--- config.mk ---
export PLATFORM = sky130hd
export DESIGN_NAME = mem_port_arbiter
export DESIGN_NICKNAME = d
export VERILOG_FILES = /design/src/rtl/mem_port_arbiter.sv
export SDC_FILE = /design/constraint.sdc
export NUM_CORES = 1
export LEC_CHECK = 0
export ABC_AREA = 1
export CAP_MARGIN = 15
export CORE_ASPECT_RATIO = 0.75
export CORE_MARGIN = 2
export CORE_UTILIZATION = 44
export DETAILED_ROUTE_END_ITERATION = 10
export GPL_TIMING_DRIVEN = 0
export PLACE_DENSITY = 0.85
export SLEW_MARGIN = 20
export SYNTH_ARGS = -nofsm -noshare
export SYNTH_HDL_FRONTEND = slang
export SYNTH_SLANG_ARGS = --single-unit
--- constraint.sdc ---
create_clock -name clk -period 1.4 [get_ports clk]
set_input_delay 0.35 -clock clk [delete_from_list [all_inputs] [get_ports clk]]
set_output_delay 0.35 -clock clk [all_outputs]
set_load 0.01 [all_outputs]
--- src/rtl/mem_port_arbiter.sv ---
// Arbitrates the single memory port between instruction fetch and load/store.
// Handles one transaction at a time, alternates priority under contention and aborts on a stuck ack.
module mem_port_arbiter #(
    parameter int unsigned ADDR_W  = 16,
    parameter int unsigned DATA_W  = 8,
    parameter int unsigned TIMEOUT = 15
) (
    input  logic              clk,
    input  logic              rst,
    input  logic              if_req,
    input  logic [ADDR_W-1:0] if_addr,
    output logic [DATA_W-1:0] if_rdata,
    output logic              if_done,
    output logic              if_err,
    input  logic              ls_req,
    input  logic              ls_we,
    input  logic [ADDR_W-1:0] ls_addr,
    input  logic [DATA_W-1:0] ls_wdata,
    output logic [DATA_W-1:0] ls_rdata,
    output logic              ls_done,
    output logic              ls_err,
    output logic              mem_req,
    output logic              mem_we,
    output logic [ADDR_W-1:0] mem_addr,
    output logic [DATA_W-1:0] mem_wdata,
    input  logic [DATA_W-1:0] mem_rdata,
    input  logic              mem_ack,
    output logic              busy
);

    typedef enum logic [1:0] {
        IDLE   = 2'd0,
        ACCESS = 2'd1,
        DONE   = 2'd2
    } state_t;

    // Counter value in the last cycle ACCESS may last before it is aborted.
    localparam logic [7:0] LAST_CNT = 8'(TIMEOUT - 1);

    state_t            state;
    state_t            state_next;
    logic              owner_ls;
    logic              prio_ls;
    logic              result_ok;
    logic              we_q;
    logic [ADDR_W-1:0] addr_q;
    logic [DATA_W-1:0] wdata_q;
    logic [DATA_W-1:0] if_rdata_q;
    logic [DATA_W-1:0] ls_rdata_q;
    logic [7:0]        wait_cnt;
    logic              grant_ls;
    logic              timeout_hit;

    assign grant_ls    = ls_req && (!if_req || prio_ls);
    assign timeout_hit = (wait_cnt == LAST_CNT);

    always_comb begin
        state_next = state;
        case (state)
            IDLE:    if (if_req || ls_req) state_next = ACCESS;
            ACCESS:  if (mem_ack || timeout_hit) state_next = DONE;
            DONE:    state_next = IDLE;
            default: state_next = IDLE;
        endcase
    end

    always_ff @(posedge clk or negedge rst) begin
        if (!rst) begin
            state      <= IDLE;
            owner_ls   <= 1'b0;
            prio_ls    <= 1'b0;
            result_ok  <= 1'b0;
            we_q       <= 1'b0;
            addr_q     <= '0;
            wdata_q    <= '0;
            if_rdata_q <= '0;
            ls_rdata_q <= '0;
            wait_cnt   <= '0;
        end else begin
            state <= state_next;
            case (state)
                IDLE: begin
                    wait_cnt <= '0;
                    if (if_req || ls_req) begin
                        owner_ls <= grant_ls;
                        we_q     <= grant_ls && ls_we;
                        addr_q   <= grant_ls ? ls_addr : if_addr;
                        wdata_q  <= grant_ls ? ls_wdata : '0;
                    end
                end
                ACCESS: begin
                    wait_cnt <= wait_cnt + 8'd1;
                    // An ack in the final allowed cycle still counts as success.
                    if (mem_ack) begin
                        result_ok <= 1'b1;
                        if (owner_ls) ls_rdata_q <= mem_rdata;
                        else          if_rdata_q <= mem_rdata;
                    end else if (timeout_hit) begin
                        result_ok <= 1'b0;
                    end
                end
                DONE: begin
                    prio_ls  <= !owner_ls;
                    wait_cnt <= '0;
                end
                default: wait_cnt <= '0;
            endcase
        end
    end

    assign mem_req   = (state == ACCESS);
    assign mem_we    = mem_req && we_q;
    assign mem_addr  = mem_req ? addr_q  : '0;
    assign mem_wdata = mem_req ? wdata_q : '0;
    assign busy      = (state != IDLE);

    assign if_done   = (state == DONE) && !owner_ls &&  result_ok;
    assign if_err    = (state == DONE) && !owner_ls && !result_ok;
    assign ls_done   = (state == DONE) &&  owner_ls &&  result_ok;
    assign ls_err    = (state == DONE) &&  owner_ls && !result_ok;
    assign if_rdata  = if_rdata_q;
    assign ls_rdata  = ls_rdata_q;

endmodule

==> results of run 1 <==
## cells in the mapped netlist (all sizes together)
cell    count  share of area (%)
o21ai      63                 15
nor2       59                9.7
dfrtp      54                 52
inv        47                6.8
nand2      46                6.9
nand3      15                3.5
buf        12                3.5
a21oi       4               0.77
nor3        3               0.57
ha          2               0.96
a21boi      1               0.72
o21bai      1               0.29
## flip-flops by register name (all words and copies together) (netlist names)
signal	flops
result_ok	1
prio_ls	1
addr_q	16
wdata_q	8
owner_ls	1
wait_cnt	8
ls_rdata	8
we_q	1
if_rdata	8
state	2
## worst min path at each step
stage / to / slack, ps
3_5_place_dp: addr_q[3] / 430
3_3_place_gp: addr_q[7] / 470
4_1_cts: addr_q[3] / 90
2_1_floorplan: addr_q[0] / 50
5_1_grt: addr_q[3] / 120
6_report: addr_q[3] / 50
## layer usage
layer	track usage (%)	vias to the layer above	wire length, µm
met2	35.91	119	4106
met5	0	-	0
met1	25.64	1297	3163
li1	-	1218	-
met3	6.603	28	642
met4	6.373	0	271
## through the flow
step	utilization, %	setup TNS [ps]	total power (µW)	std cells
6_report	73.57	-14680	8619	516
2_1_floorplan	-	0	4538	307
5_1_grt	73.57	-18080	9111	516
3_3_place_gp	64.39	-111530	6088	485
3_5_place_dp	64.34	-24620	6204	485
4_1_cts	67.38	-10300	7443	502
## logic make-up (layout without fill, tap and decap cells)
family                     count (synthesis)  in the layout  share of synthesized area [%]
AOI/OAI and AO/OA                         69             69                          16.28
adders and majority gates                  2              2                         0.9572
buffers and inverters                     59            190                          10.34
DFF                                       54             54                          51.70
and+or+nand+nor                          123            123                          20.73
## worst max-delay path, delay by kind of cell (launching register included)
kind / cells / cell delay, ps
simple gates: 2 / 200
buf+inv: 4 / 480
flops: 1 / 440
## area by class of cell
type	count	area (µm²)	share of cell area, %
Buffer	10	116.4	2.743
Clock buffer	5	68.82	1.622
Clock inverter	3	40.04	0.9440
Inverter	47	193.9	4.572
Multi-Input combinational cell	194	1159	27.32
Sequential cell	54	1353	31.89
Tap cell	78	97.59	2.301
Timing Repair Buffer	125	1214	28.61
## timing repair
action,CTS,global route
gates resized for setup,174,70
endpoints found under the setup margin,57,67
cloned,1,3
setup buffers,8,14
endpoints found under the hold margin,0,0
pin swaps,2,6
## where the power goes
group | internal (µW) | switching [µW] | total [µW]
registers | 2210 | 393 | 2610
logic | 2400 | 2550 | 4950
clock network | 528 | 534 | 1060
total | 5140 | 3480 | 8620
==> reports/results.txt, run 1 <==
The flow ran to the end, but the final reports show violations. The final reports fail on setup timing. Of the cells placed in the final design, the portion with a size suffix greater than 1 is 32.42%. The logs give 0 for the number of warnings issued by yosys and 1440 ps for the data arrival time of the critical path. Counting flops and latches in the post-synthesis netlist gives 54. Synthesis handed over a netlist of 307 instances. The clock latency on the worst-skew pair is 320 ps. Across the run, the number of max-cap violations was 0.

End of the worst register-to-register path: addr_q[9]. The post-placement worst setup slack came out at -528.1 ps. Peak supply drop: 1.043 mV.

Buffers placed on the I/O ports in this run total 100. The setup slack on the worst flop-to-flop path was -200 ps. The fraction of the cycle the final worst path needs works out to 127.6%. In this run the standard cell core region covers 0.005766 mm². The initialized floorplan defines 24 standard-cell rows.

The floorplan step set the die height to 70.75 µm. The startpoint class of the critical path was a flop. The min-delay analysis places its worst path in the category input port to async pin. The logs give 0.002038 µW for the standby leakage power and 2 for the clock tree buffer depth. After filler insertion, the fill cell instance count of the layout stands at 400. The tools report the critical path required time as 1050 ps. The highest net fanout along the worst path was 9. Traced cell by cell, the critical path runs through buf_6 > nor2_8 > inv_6 > buf_8 > nor2_2 > buf_2. The via count of the first global-routing pass was 2362.

Clock-pin slew was measured on the worst setup and hold paths at 100 ps. The worst register-to-register path has a depth of 10. The tools report the number of top-level pins as 101. DRC violations left: 0. The critical path is of the flop to output port type.

On the critical path, the stage with the largest delay is an instance of sky130_fd_sc_hd__dfrtp_2. In the final design database the tool counted 493 nets. The number of nets handed over by synthesis was 363.

The most critical setup path has its endpoint at mem_wdata[3]. Setup repair after global routing could not meet its margin everywhere. The routed design has 8183 µm of wire. The transition time at the pin with the least slew margin was 683.0 ps; the number of vias in the routed layout was 2662.

After global routing the overflow that remains totals 0. The run gives 20.99% as the overall track demand over capacity in global routing. The logs give -386.8 ps for the slack of the critical path and 0.004242 mm² for the final instance area. The clock drives 54 sinks. In the routed layout, each cell is associated on average with a via count of 5.159.

The mean routed wirelength per cell is 15.86 µm, and the total inserted antenna cells is 0. The post-layout minimum cycle time was 1787 ps; the maximum clock skew at final layout was 10.73 ps. The startpoint identified for the worst register-to-register timing path is state[0].

The tools report the initial antenna violation count as 0. Once detail routing completed, the nets flagged for antenna violations numbered 0. Hold is met by 54.16 ps. The run gives 0 as the number of buffers added to fix hold violations after cts.

The wire length of the first global-routing pass is 10780 µm, and the number of DRC markers after the initial detailed-route iteration is 224. Total count of max-transition violations in the final report: 0. The synthesis-to-layout area growth works out to 62.28%. The most critical setup path has its startpoint at state[1].

The count of cell types in the netlist is 21, and the count of final setup violators is 75. The library cell used most frequently in the layout, excluding fill and tap cells, is sky130_fd_sc_hd__dfrtp_1. The run gives 0 as the final hold violation count. Of the synthesized area, sequential elements account for 51.70%. Dividing total power by cell area gives a power density of 2032 mW/mm². In the layout the commonest cells are sky130_fd_sc_hd__dfrtp_1, sky130_fd_sc_hd__clkdlybuf4s50_1, sky130_fd_sc_hd__inv_1. The placed cell area came out at 0.003710 mm². The mapped netlist covers 0.002614 mm².

The run gives 0.8530 as the last weighted congestion value of the routability-driven placer. The number of clock buffers inserted by TritonCTS came out at 5. The run gives 4718 µm as the post-detailed-placement half-perimeter wirelength. Dividing the synthesized area by the synthesized cell count gives 8.514 µm². The die is 93.00 µm wide. The tree is rooted in a sky130_fd_sc_hd__clkbuf_8.

The run gives 55 as the maximum number of pins on one net before global-route repair. TritonCTS built the clock tree. Measured against its own limit, the worst slew margin works out to 54.47%. The tools report the top achievable clock speed as 0.5597 GHz. The largest stage delay on the critical path is 440 ps, and the effective utilization at floorplan is 45.33%.

The die covers 0.006579 mm². For this run, the detailed router's first-pass iteration total came to 4. The worst setup path is captured at an output port. The H-tree was split into 2 levels.
Note: power is estimated with default switching activity, not from simulation.
==> inputs of run 2 (changes only) <==
Settings changed: CORE_ASPECT_RATIO 0.75 to 0.6, CTS_CLUSTER_SIZE set to 24.
==> run 2 against run 1 <==
Non-clock buffer count increased by 1. Global-route usage is 1.0 points higher. Routed wire length decreased by 4.2%. Register-to-register slack better by 20 ps. The run still ends with setup timing left. Via count fell by 4.1%. Fmax up 2.1%. Critical endpoint is now mem_wdata[0]. Cell count increased by 0.58%. Clock-buffer cell count did not move. Combinational power shrank 10%. Clock power is 10% lower.
==> reports/results.txt, run 2 (synthesized netlist as in run 1, its figures left out) <==
The synthesis-to-layout area growth works out to 57.20% (was 62.28%). The tools report the sort of element at the end of the critical path as an output port (unchanged). The die footprint is 0.006593 mm² (was 0.006579 mm²). The share of total power in combinational logic is 55.6% (was 57.4%), and the data arrival time of the critical path is 1400 ps (was 1440 ps). The switching portion of total power is 41.46% (was 40.38%).

Worst-path cell chain: inv_2 > nor2_8 > inv_4 > buf_8 > nor2_1 > buf_2 (was buf_6 > nor2_8 > inv_6 > buf_8 > nor2_2 > buf_2). The most used routing layer in global routing is met2 (unchanged). TritonCTS built the clock tree. Final instance area: 0.004109 mm² (was 0.004242 mm²). Violations in the final reports: setup timing (unchanged). The run gives 5.280% (was 6.603%) as the global routing met3 resource utilization.

Commonest cells after routing, fill and taps aside: sky130_fd_sc_hd__dfrtp_1, sky130_fd_sc_hd__clkdlybuf4s50_1, sky130_fd_sc_hd__nand2_1 (was sky130_fd_sc_hd__dfrtp_1, sky130_fd_sc_hd__clkdlybuf4s50_1, sky130_fd_sc_hd__inv_1). The H-tree depth reported by CTS was 2 (unchanged); the highest net fanout along the worst path was 10 (was 9). The final hold violation count was 0 (unchanged); the number of top-level pins was 101 (unchanged).

For the via count of the first global-routing pass, the log shows 2543 (was 2362). The relative slew slack is 55.48% (was 54.47%). Internal power contribution: 4674 µW (was 5139 µW).

The met1 usage is 30.54% (was 25.64%). The clock latency on the worst-skew pair is 330 ps (was 320 ps), and the largest stage delay on the critical path is 420 ps (was 440 ps). Number of vias in the routed layout: 2554 (was 2662). The maximum clock skew at final layout is 11.90 ps (was 10.73 ps), and the clock-pin transition on the worst setup and hold timing paths is 110 ps (was 100 ps). The run gives 21 (was 24) as the cell row count. The startpoint class of the critical path was a flop (unchanged). For the effective utilization at floorplan, the log shows 46.27% (was 45.33%). The logs give 0.005649 mm² (was 0.005766 mm²) for the area inside the core boundary and 32.4% (was 30.2%) for the part of the power in registers.

The remaining antenna violation count after routing is 0 (unchanged). The run gives 0 (unchanged) as the DRC violations left. Largest register by flop count: addr_q (unchanged). Setup repair after global routing could not meet its margin everywhere. The most common cell after layout, fill and taps aside is sky130_fd_sc_hd__dfrtp_1 (unchanged). The mean routed wirelength per cell was 15.11 µm (was 15.86 µm).

The utilization after layout was 72.74% (was 73.57%); the count of final setup violators was 71 (was 75). The number of maximum-capacitance constraint violations was 0 (unchanged); the net count reported at finish was 494 (was 493). The post-detailed-placement half-perimeter wirelength is 4851 µm (was 4718 µm). The fraction of layout cells with a size suffix above 1 was 31.44% (was 32.42%); the placed cell area was 0.003712 mm² (was 0.003710 mm²). For the clock net sink count, the log shows 54 (unchanged). The die width was 103.5 µm (was 93.00 µm); the cell area power density was 1943 mW/mm² (was 2032 mW/mm²). The number of clock buffers inserted by TritonCTS is 5 (unchanged), and the final wirelength is 7841 µm (was 8183 µm). The run gives -350.2 ps (was -386.8 ps) as the slack of the critical path. The logs give 55 (unchanged) for the maximum number of pins on one net before global-route repair and 0.002016 µW (was 0.002038 µW) for the standby leakage power. Startpoint-to-endpoint class of the critical path: flop to output port (unchanged). The die span in y was 63.70 µm (was 70.75 µm). The run gives 0 (unchanged) as the overall overflow remaining after global route. The run gives 11.9% (was 12.3%) as the clock share of power. The post-layout minimum cycle time works out to 1750 ps (was 1787 ps). The critical path required time is 1050 ps (about the same). The net switching power figure was 3310 µW (was 3480 µW). The run gives 2 (unchanged) as the clock tree buffer depth. The initial antenna violation count came out at 0 (unchanged). Transition time at the pin with the least slew margin: 667.8 ps (was 683.0 ps). The run finished, with violations left. The last weighted congestion value of the routability-driven placer was 0.8345 (was 0.8530). The number of iterations in the first detailed-routing pass is 4 (unchanged), and the fraction of the cycle the final worst path needs is 125.0% (was 127.6%).

The total inserted antenna cells is 0 (unchanged), and the total of buffers placed on input and output ports is 100 (unchanged). The wire length of the first global-routing pass was 11600 µm (was 10780 µm); the top achievable clock speed was 0.5714 GHz (was 0.5597 GHz). The total count of max-transition violations in the final report is 0 (unchanged), and the number of flip-flops in the largest register is 16 (unchanged). The class of the tightest hold or removal check is input port to async pin (unchanged). The run gives 156 (was 224) as the number of DRC markers after the initial detailed-route iteration. The buffer type at the clock tree root was sky130_fd_sc_hd__clkbuf_8 (unchanged).

The tools report the overall track demand over capacity in global routing as 22.00% (was 20.99%). The average vias per placed instance came out at 4.921 (was 5.159). The global-route met2 utilization was 34.77% (was 35.91%); the peak supply drop was 0.9772 mV (was 1.043 mV). The slowest stage cell on the critical path was sky130_fd_sc_hd__dfrtp_1 (was sky130_fd_sc_hd__dfrtp_2).
[run 2: changes by cell type in the layout (fill, tap and decap cells not counted), moves of 3 or more]
cell,delta
sky130_fd_sc_hd__buf_2,+8
sky130_fd_sc_hd__buf_4,+5
sky130_fd_sc_hd__buf_6,-12
sky130_fd_sc_hd__nand2_1,+6
sky130_fd_sc_hd__nand2_2,-6
sky130_fd_sc_hd__nor2_2,+5
sky130_fd_sc_hd__nor2_4,-7
sky130_fd_sc_hd__o21ai_1,-3
[run 2: what timing repair did]
| item | in CTS | in global routing |
|---|---|---|
| buffers inserted | 5 | 16 |
| gates cloned | 0 | 4 |
| hold buffers | 0 | 0 |
| pin swaps | 1 | 6 |
| resized for setup | 159 | 52 |
| setup endpoints to repair | 58 | 61 |
[run 2: final cells by class]
class	count	area, µm²
fillers	398	1540
flip-flops and latches	54	1353
repair buffers	125	1136
multi-input cells	194	1102
inverters	47	181.4
plain buffers	11	138.9
well taps	80	100.1
clock buffers	5	68.82
clock inverters	3	28.78
[run 2: critical path: cells and delay by family (launching register included)]
family                 cells  cell delay [ps]
buffers and inverters      4              450
AND/OR/NAND/NOR            2              210
flip-flops                 1              420
[run 2: layer usage]
layer,wire length [µm],vias up
met5,0,-
met2,3602,99
met1,3687,1222
li1,-,1222
met4,101,0
met3,450,11
[run 2: path summary, 6_finish.rpt]
path | start | endpoint | slack [ps] | cells after the start
setup / recovery | state[0] | mem_wdata[0] | -350 | 6
hold / removal | rst | addr_q[2] | 60 | 1
setup reg to reg | state[0] | wdata_q[0] | -180 | 8
hold reg to reg | if_rdata[3] | if_rdata[3] | 490 | 2
max in group asynchronous | rst | state[1] | 870 | 1
min in group clk | if_rdata[3] | if_rdata[3] | 490 | 2
[run 2: power groups by stage]
stage               clock [µW]  combinational, µW  sequential, µW
floorplan                    0               1910            2620
global placement             0               3540            2560
detailed placement           0               3630            2580
CTS                        953               3460            2560
global route              1010               4830            2670
finish                     953               4440            2590
[run 2: through the flow]
stage | setup TNS [ps] | power, µW | hold slack, ps | std cells | worst slack [ps]
final | -11850 | 7983 | 55.33 | 519 | -350.2
after global routing | -16400 | 8508 | 103.4 | 519 | -404.4
after CTS | -9176 | 6972 | 80.00 | 499 | -339.6
after detailed placement | -25100 | 6214 | 430.7 | 487 | -535.6
after global placement | -112900 | 6102 | 465.5 | 487 | -1647
after floorplan | 0 | 4538 | 54.41 | 307 | 38.53
==> inputs of run 3 (changes only) <==
Settings changed: CAP_MARGIN 15 to unset, CTS_CLUSTER_SIZE 24 to 30.
==> results of run 3 <==
No change in the layout: final DEF, timing and power equal those of run 2.
==> patch 1 (settings of run 1) <==
The parameter `ADDR_W` goes from 16 to 18.
--- a/src/rtl/mem_port_arbiter.sv
+++ b/src/rtl/mem_port_arbiter.sv
@@ -1,7 +1,7 @@
 // Arbitrates the single memory port between instruction fetch and load/store.
 // Handles one transaction at a time, alternates priority under contention and aborts on a stuck ack.
 module mem_port_arbiter #(
-    parameter int unsigned ADDR_W  = 16,
+    parameter int unsigned ADDR_W  = 18,
     parameter int unsigned DATA_W  = 8,
     parameter int unsigned TIMEOUT = 15
 ) (
Ports: changed (resized if_addr, ls_addr and mem_addr); port bits go from 101 to 107. The function was not compared with the original's and may differ.
==> patch 1 against run 1 <==
- the flow still finishes with violations (setup timing)
- sequential cell count increased by 2
- setup slack worse by 0.025 ns
- die area grew 1.7%
- largest cell class is now non-clock buffers
- cell area increased by 5.2%
- count of clock-buffer cells in the layout increased by 3
- first-iteration DRC count fell by 5.4%
- clock power is 14% lower
- total power grew 2.4%
- wire length increased by 10%
- area after synthesis grew 1.8%
==> patch 1: results (changes against run 1) <==
[critical_path]
rr_worst_depth = 10  ; unchanged
critPathMaxStageDelay_ns = 0.46  ; was 0.44 ns
arrival_ns = 1.46  ; was 1.44 ns
crit_fanout = 10  ; was 9
reg2reg_from = state[1]  ; was state[0]
r2r_end = wdata_q[4]  ; was addr_q[9]
critical-path-slowest-cell = dfrtp_2  ; unchanged
r2r_slack_ns = -0.29  ; was -0.20 ns

[place]
dp_slack_ns = -0.613  ; was -0.528 ns
io_buffers = 106  ; was 100
placedCellCount = 507  ; was 485
gp_congestion = 0.760  ; was 0.853
dp_hpwl_um = 5110  ; was 4720 um

[timing]
worst_slack_ns = -0.411  ; was -0.387 ns
worstMarginPinSlew_ns = 0.702  ; was 0.683 ns
holdWs_ns = 0.0835  ; was 0.0542 ns
report.final.setup_viol = 81  ; was 75
fin_skew_ns = 0.0103  ; was 0.0107 ns

[clock_network]
clock_latency_ns = 0.31
htree_levels = 2  ; unchanged
clk_pin_slew_worst_paths_ns = 0.10  ; about the same
cts_root_buf = clkbuf_8  ; unchanged
ctsLongestPathBuffers = 2  ; unchanged
numCtsBuffers = 5  ; unchanged

[global_routing]
use_met2_pct = 39.4  ; was 35.9%
grt_start_max_net_pins = 57  ; was 55
antenna_found_initial = 0  ; unchanged
grtUsageMet1_pct = 31.0  ; was 25.6%
grt_pass1_vias = 2694  ; was 2362
grt_use_met3_pct = 8.31  ; was 6.60%
grt_pass1_wl_um = 12600  ; was 10800 um
grt_use_total_pct = 24.3  ; was 21.0%

[logic_synthesis]
synth_fp_nets = 383  ; was 363
ys.flop_type = dfrtp_1  ; unchanged
yosysSeqAreaShare_pct = 52.7  ; was 51.7%
yosysUniqueCellTypes = 21  ; unchanged
synth_commonest_cells = 61 x nor2_1, 56 x dfrtp_1, 48 x nand2_1  ; was 57 x nor2_1, 54 x dfrtp_1, 45 x nand2_1
async_flop_share_pct = 100  ; unchanged
avgSynthCellArea_um2 = 8.24  ; was 8.51 um^2
synthTopCellsByArea = dfrtp_1 53%, nor2_1 8.6%, o21ai_0 7.7%  ; was dfrtp_1 52%, nor2_1 8.2%, nand2_1 6.5%
yosys_warnings = 0  ; unchanged

[routing]
ant_nets = 0  ; unchanged
drt_iter0_markers = 212  ; was 224
first_pass_iters = 4  ; unchanged
wl_per_cell_um = 16.6  ; was 15.9 um
routed_wl_um = 9020  ; was 8180 um
via_per_inst = 5.09  ; was 5.16

[run_status]
violations = setup timing  ; unchanged
run_status = finished, violations left  ; unchanged

[final_layout]
largest_register_ffs = 18  ; was 16
largest-register = addr_q  ; unchanged
fin_nets = 524  ; was 493
drive_above_1_share_pct = 35.1  ; was 32.4%
antenna_cells = 0  ; unchanged

[pwr]
leakage_nw = 2.15  ; was 2.04 nW
p_sw_w = 0.00365  ; was 0.00348 W
peakVddDrop_mv = 1.03  ; was 1.04 mV

[worst_hold_path]
hold_path_class = primary input to async pin  ; unchanged

==> patch 1: layout make-up <==
type | instances | area [um^2]
plain buffers | 14 | 170
clock buffers | 8 | 90.1
multi-input cells | 204 | 1240
fillers | 391 | 1360
well taps | 78 | 97.6
repair buffers | 134 | 1260
inverters | 49 | 200
flip-flops and latches | 56 | 1400
==> patch 1: power groups by stage <==
stage                     logic (W)  clock network (W)  registers, W
after CTS                   0.00408           0.000916       0.00265
after global placement      0.00351                  0       0.00266
after detailed placement    0.00361                  0       0.00269
after floorplan             0.00182                  0       0.00272
after global routing        0.00552           0.000991       0.00282
final                       0.00515           0.000914       0.00276
==> patch 1: through the flow <==
step	utilization, %	TNS (ns)	instance area (um^2)
3_3_place_gp	65.5	-127.22	3820
4_1_cts	69.2	-9.09	4030
5_1_grt	76.6	-23.70	4460
3_5_place_dp	65.5	-30.41	3820
2_1_floorplan	-	-0.368	2660
6_report	76.6	-19.65	4460
==> patch 1: how the worst max path moves through the flow <==
stage,start,endpoint,slack [ns],depth (start not counted)
finish,state[1],mem_addr[6],-0.41,5
global route,state[1],mem_addr[16],-0.44,5
CTS,state[1],mem_addr[6],-0.29,5
detailed placement,state[0],mem_addr[1],-0.61,6
global placement,rst,addr_q[12],-1.76,1
floorplan,state[0],mem_addr[10],-0.01,5
==> patch 1: worst max-delay path: cells and delay by family (launching register included) <==
family                 cells  cell delay [ns]
flip-flops                 1             0.46
buffers and inverters      3             0.40
AND/OR/NAND/NOR            2             0.28
==> patch 1: logic make-up after synthesis <==
| group | count (synthesis) | synth area share, % |
|---|---|---|
| AOI/OAI and AO/OA | 73 | 15.2 |
| adders and majority gates | 2 | 0.941 |
| and+or+nand+nor | 129 | 20.4 |
| DFF | 56 | 52.7 |
| buffers and inverters | 63 | 10.8 |
==> patch 1: layer usage <==
layer | wire [um] | vias up | share of wire (%)
met3 | 682 | 24 | 7.6
li1 | - | 1291 | -
met2 | 4620 | 123 | 51
met5 | 0 | - | 0
met1 | 3480 | 1328 | 39
met4 | 239 | 0 | 2.7
==> patch 1: what timing repair did <==
| item | CTS | global route |
|---|---|---|
| buffers inserted | 8 | 14 |
| gates cloned | 4 | 3 |
| pin swaps | 5 | 7 |
| endpoints found under the setup margin | 70 | 77 |
| gates resized for setup | 215 | 91 |
| hold buffers | 0 | 0 |
==> patch 2 (settings of run 1) <==
Without the edit above. Make the reset (`rst`) synchronous in one clocked block.
--- a/src/rtl/mem_port_arbiter.sv
+++ b/src/rtl/mem_port_arbiter.sv
@@ -64,7 +64,7 @@
         endcase
     end
 
-    always_ff @(posedge clk or negedge rst) begin
+    always_ff @(posedge clk) begin
         if (!rst) begin
             state      <= IDLE;
             owner_ls   <= 1'b0;
Formal check against the unedited RTL: differs if rst is asserted again (counterexample within 4 cycles, from zero or initial values and one cycle with rst low); with rst held inactive, the same outputs for 10 cycles.
==> patch 2 against run 1 <==
- the run still ends with setup timing left
- wire length decreased by 7.5%
- sequential cell count is the same
- cell count rose by 10%
- sequential share of layout area fell by 3.3 points
- die area shrank 4.2%
- area after synthesis down 4.4%
- global-route usage increased by 1.8 points
- setup slack improved by 0.11 ns
- cell area is 10% lower
- highest routed layer unchanged
Power is not compared: it rests on default switching activity, and its combinational part moved more than twofold at a synthesized area within 25%.
==> patch 2: results (changes against run 1) <==
[run_status]
run_status = finished, violations left  ; unchanged
violations = setup timing  ; unchanged

[place]
placed_area_mm2 = 0.00359  ; was 0.00371 mm^2
gp_congestion = 0.833  ; was 0.853
dp_hpwl_um = 5240  ; was 4720 um
io_buffers = 100  ; unchanged

[critical_path]
reg2reg_from = state[0]  ; unchanged
rr_worst_depth = 5  ; was 10
arrival_ns = 1.33  ; was 1.44 ns
critPathMaxStageDelay_ns = 0.39  ; was 0.44 ns
crit_fanout = 4  ; was 9
r2r_slack_ns = -0.09  ; was -0.20 ns
r2r_end = wdata_q[5]  ; was addr_q[9]
critical-path-slowest-cell = dfxtp_4  ; was dfrtp_2

[logic_synthesis]
muxShareOfSynthArea_pct = 0  ; unchanged
synthTopCellsByArea = dfxtp_1 43%, nand2_1 13%, inv_1 9.2%  ; was dfrtp_1 52%, nor2_1 8.2%, nand2_1 6.5%
async_flop_share_pct = 0  ; was 100%
synth_fp_nets = 428  ; was 363
synth-adder-area-share_pct = 1.00  ; was 0.957%
yosysSeqAreaShare_pct = 43.3  ; was 51.7%
yosysUniqueCellTypes = 22  ; was 21
yosys_warnings = 0  ; unchanged
synth_compound_area_share_pct = 12.6  ; was 16.3%
synth_commonest_cells = 85 x nand2_1, 61 x inv_1, 58 x nor2_1  ; was 57 x nor2_1, 54 x dfrtp_1, 45 x nand2_1

[final_layout]
largest-register = addr_q  ; unchanged
fin_nets = 550  ; was 493
largest_register_ffs = 16  ; unchanged
antenna_cells = 0  ; unchanged
n_fill_cell = 446  ; was 400
drive_above_1_share_pct = 20.9  ; was 32.4%

[worst_hold_path]
min_from = wdata_q[7]
hold_end = wdata_q[7]
hold_path_class = flop to flop  ; was primary input to async pin
hold_path_depth = 2

[routing]
routed_wl_um = 7570  ; was 8180 um
first_pass_iters = 4  ; unchanged
drt_iter0_markers = 112  ; was 224
via_per_inst = 4.77  ; was 5.16

[clock_network]
htree_levels = 2  ; unchanged
ctsLongestPathBuffers = 2  ; unchanged
clock_latency_ns = 0.31
numCtsBuffers = 5  ; unchanged
cts_root_buf = clkbuf_8  ; unchanged

[pwr]
peakVddDrop_mv = 0.462
p_int_w = 0.00245

[timing]
fin_skew_ns = 0.0143  ; was 0.0107 ns
holdWs_ns = 0.465  ; was 0.0542 ns
report.final.setup_viol = 58  ; was 75
worst_slack_ns = -0.279  ; was -0.387 ns
relSlewSlack_pct = 65.3  ; was 54.5%

[global_routing]
antenna_found_initial = 0  ; unchanged
grt_pass1_vias = 2547  ; was 2362
grt_pass1_wl_um = 11800  ; was 10800 um
grt_use_total_pct = 22.8  ; was 21.0%
grt_start_max_net_pins = 17  ; was 55

==> patch 2: cell types whose count changed after synthesis, moves of 4 or more <==
cell,change
nand2_1,+40
inv_1,+19
clkbuf_1,+5
a21oi_1,+25
nand2_2,+4
o21ai_1,-27
a21oi_2,+10
dfrtp_1,-54
o21ai_0,-4
buf_6,-4
dfxtp_1,+54
nand3_1,+14
o21ai_2,-17
==> patch 2: metrics by stage <==
stage / setup slack (ns) / util, % / total power [W] / TNS [ns] / std cells
2_1_floorplan: 0.0485 / - / 0.00217 / 0 / 372
3_3_place_gp: -0.561 / 66.4 / 0.00255 / -26.67 / 547
3_5_place_dp: -0.573 / 66.4 / 0.00257 / -28.90 / 547
4_1_cts: -0.251 / 68.2 / 0.00346 / -5.31 / 564
5_1_grt: -0.294 / 70.3 / 0.00371 / -11.13 / 569
6_report: -0.279 / 70.3 / 0.00353 / -7.01 / 569
==> patch 2: metal layers <==
metal | vias up | part of all wire (%) | GRT usage [%]
li1 | 1383 | - | -
met1 | 1250 | 43 | 28.3
met2 | 71 | 51 | 39.8
met3 | 8 | 4.9 | 5.00
met4 | 0 | 1.5 | 6.73
met5 | - | 0 | 0
==> patch 2: worst max-delay path by stage <==
stage | startpoint | endpoint | cells past startpoint
2_1_floorplan | owner_ls | ls_done | 5
4_1_cts | state[1] | ls_done | 6
5_1_grt | state[1] | ls_err | 6
3_5_place_dp | owner_ls | ls_err | 6
6_report | state[0] | busy | 3
3_3_place_gp | owner_ls | ls_err | 6
==> patch 2: kinds of logic after synthesis <==
logic type | count (synthesis)
compound gates | 55
fa+ha+maj | 2
buf+inv | 77
flops | 54
simple gates | 184
==> patch 2: power by group through the flow <==
stage	logic, W	clock network (W)	registers [W]
after floorplan	0.000451	0	0.00172
after global placement	0.000831	0	0.00172
after detailed placement	0.000853	0	0.00172
after CTS	0.000886	0.000883	0.00169
after global routing	0.00105	0.000952	0.00171
final	0.000973	0.000868	0.00169
==> patch 2: repair_timing <==
item | CTS | global route
setup buffers | 10 | 4
endpoints found under the setup margin | 69 | 70
cloned | 0 | 2
hold buffers | 0 | 0
pin swaps | 5 | 3
resized for setup | 167 | 27
==> patch 2: cell type report <==
cell class                      count  share of cell area, %
Buffer                             12                   2.73
Inverter                           64                   6.74
Tap cell                           75                   2.47
Clock buffer                        5                   1.81
Timing Repair Buffer              116                   26.2
Sequential cell                    54                   28.6
Clock inverter                      2                  0.362
Multi-Input combinational cell    241                   31.1
==> patch 2: worst register-to-register path: stages, from the launching register on <==
cell and delay [ns]:
dfxtp_4 0.39, nor2_1 0.19, inv_2 0.12, nor2_2 0.45
nand2_1 0.10, a21oi_1 0.16
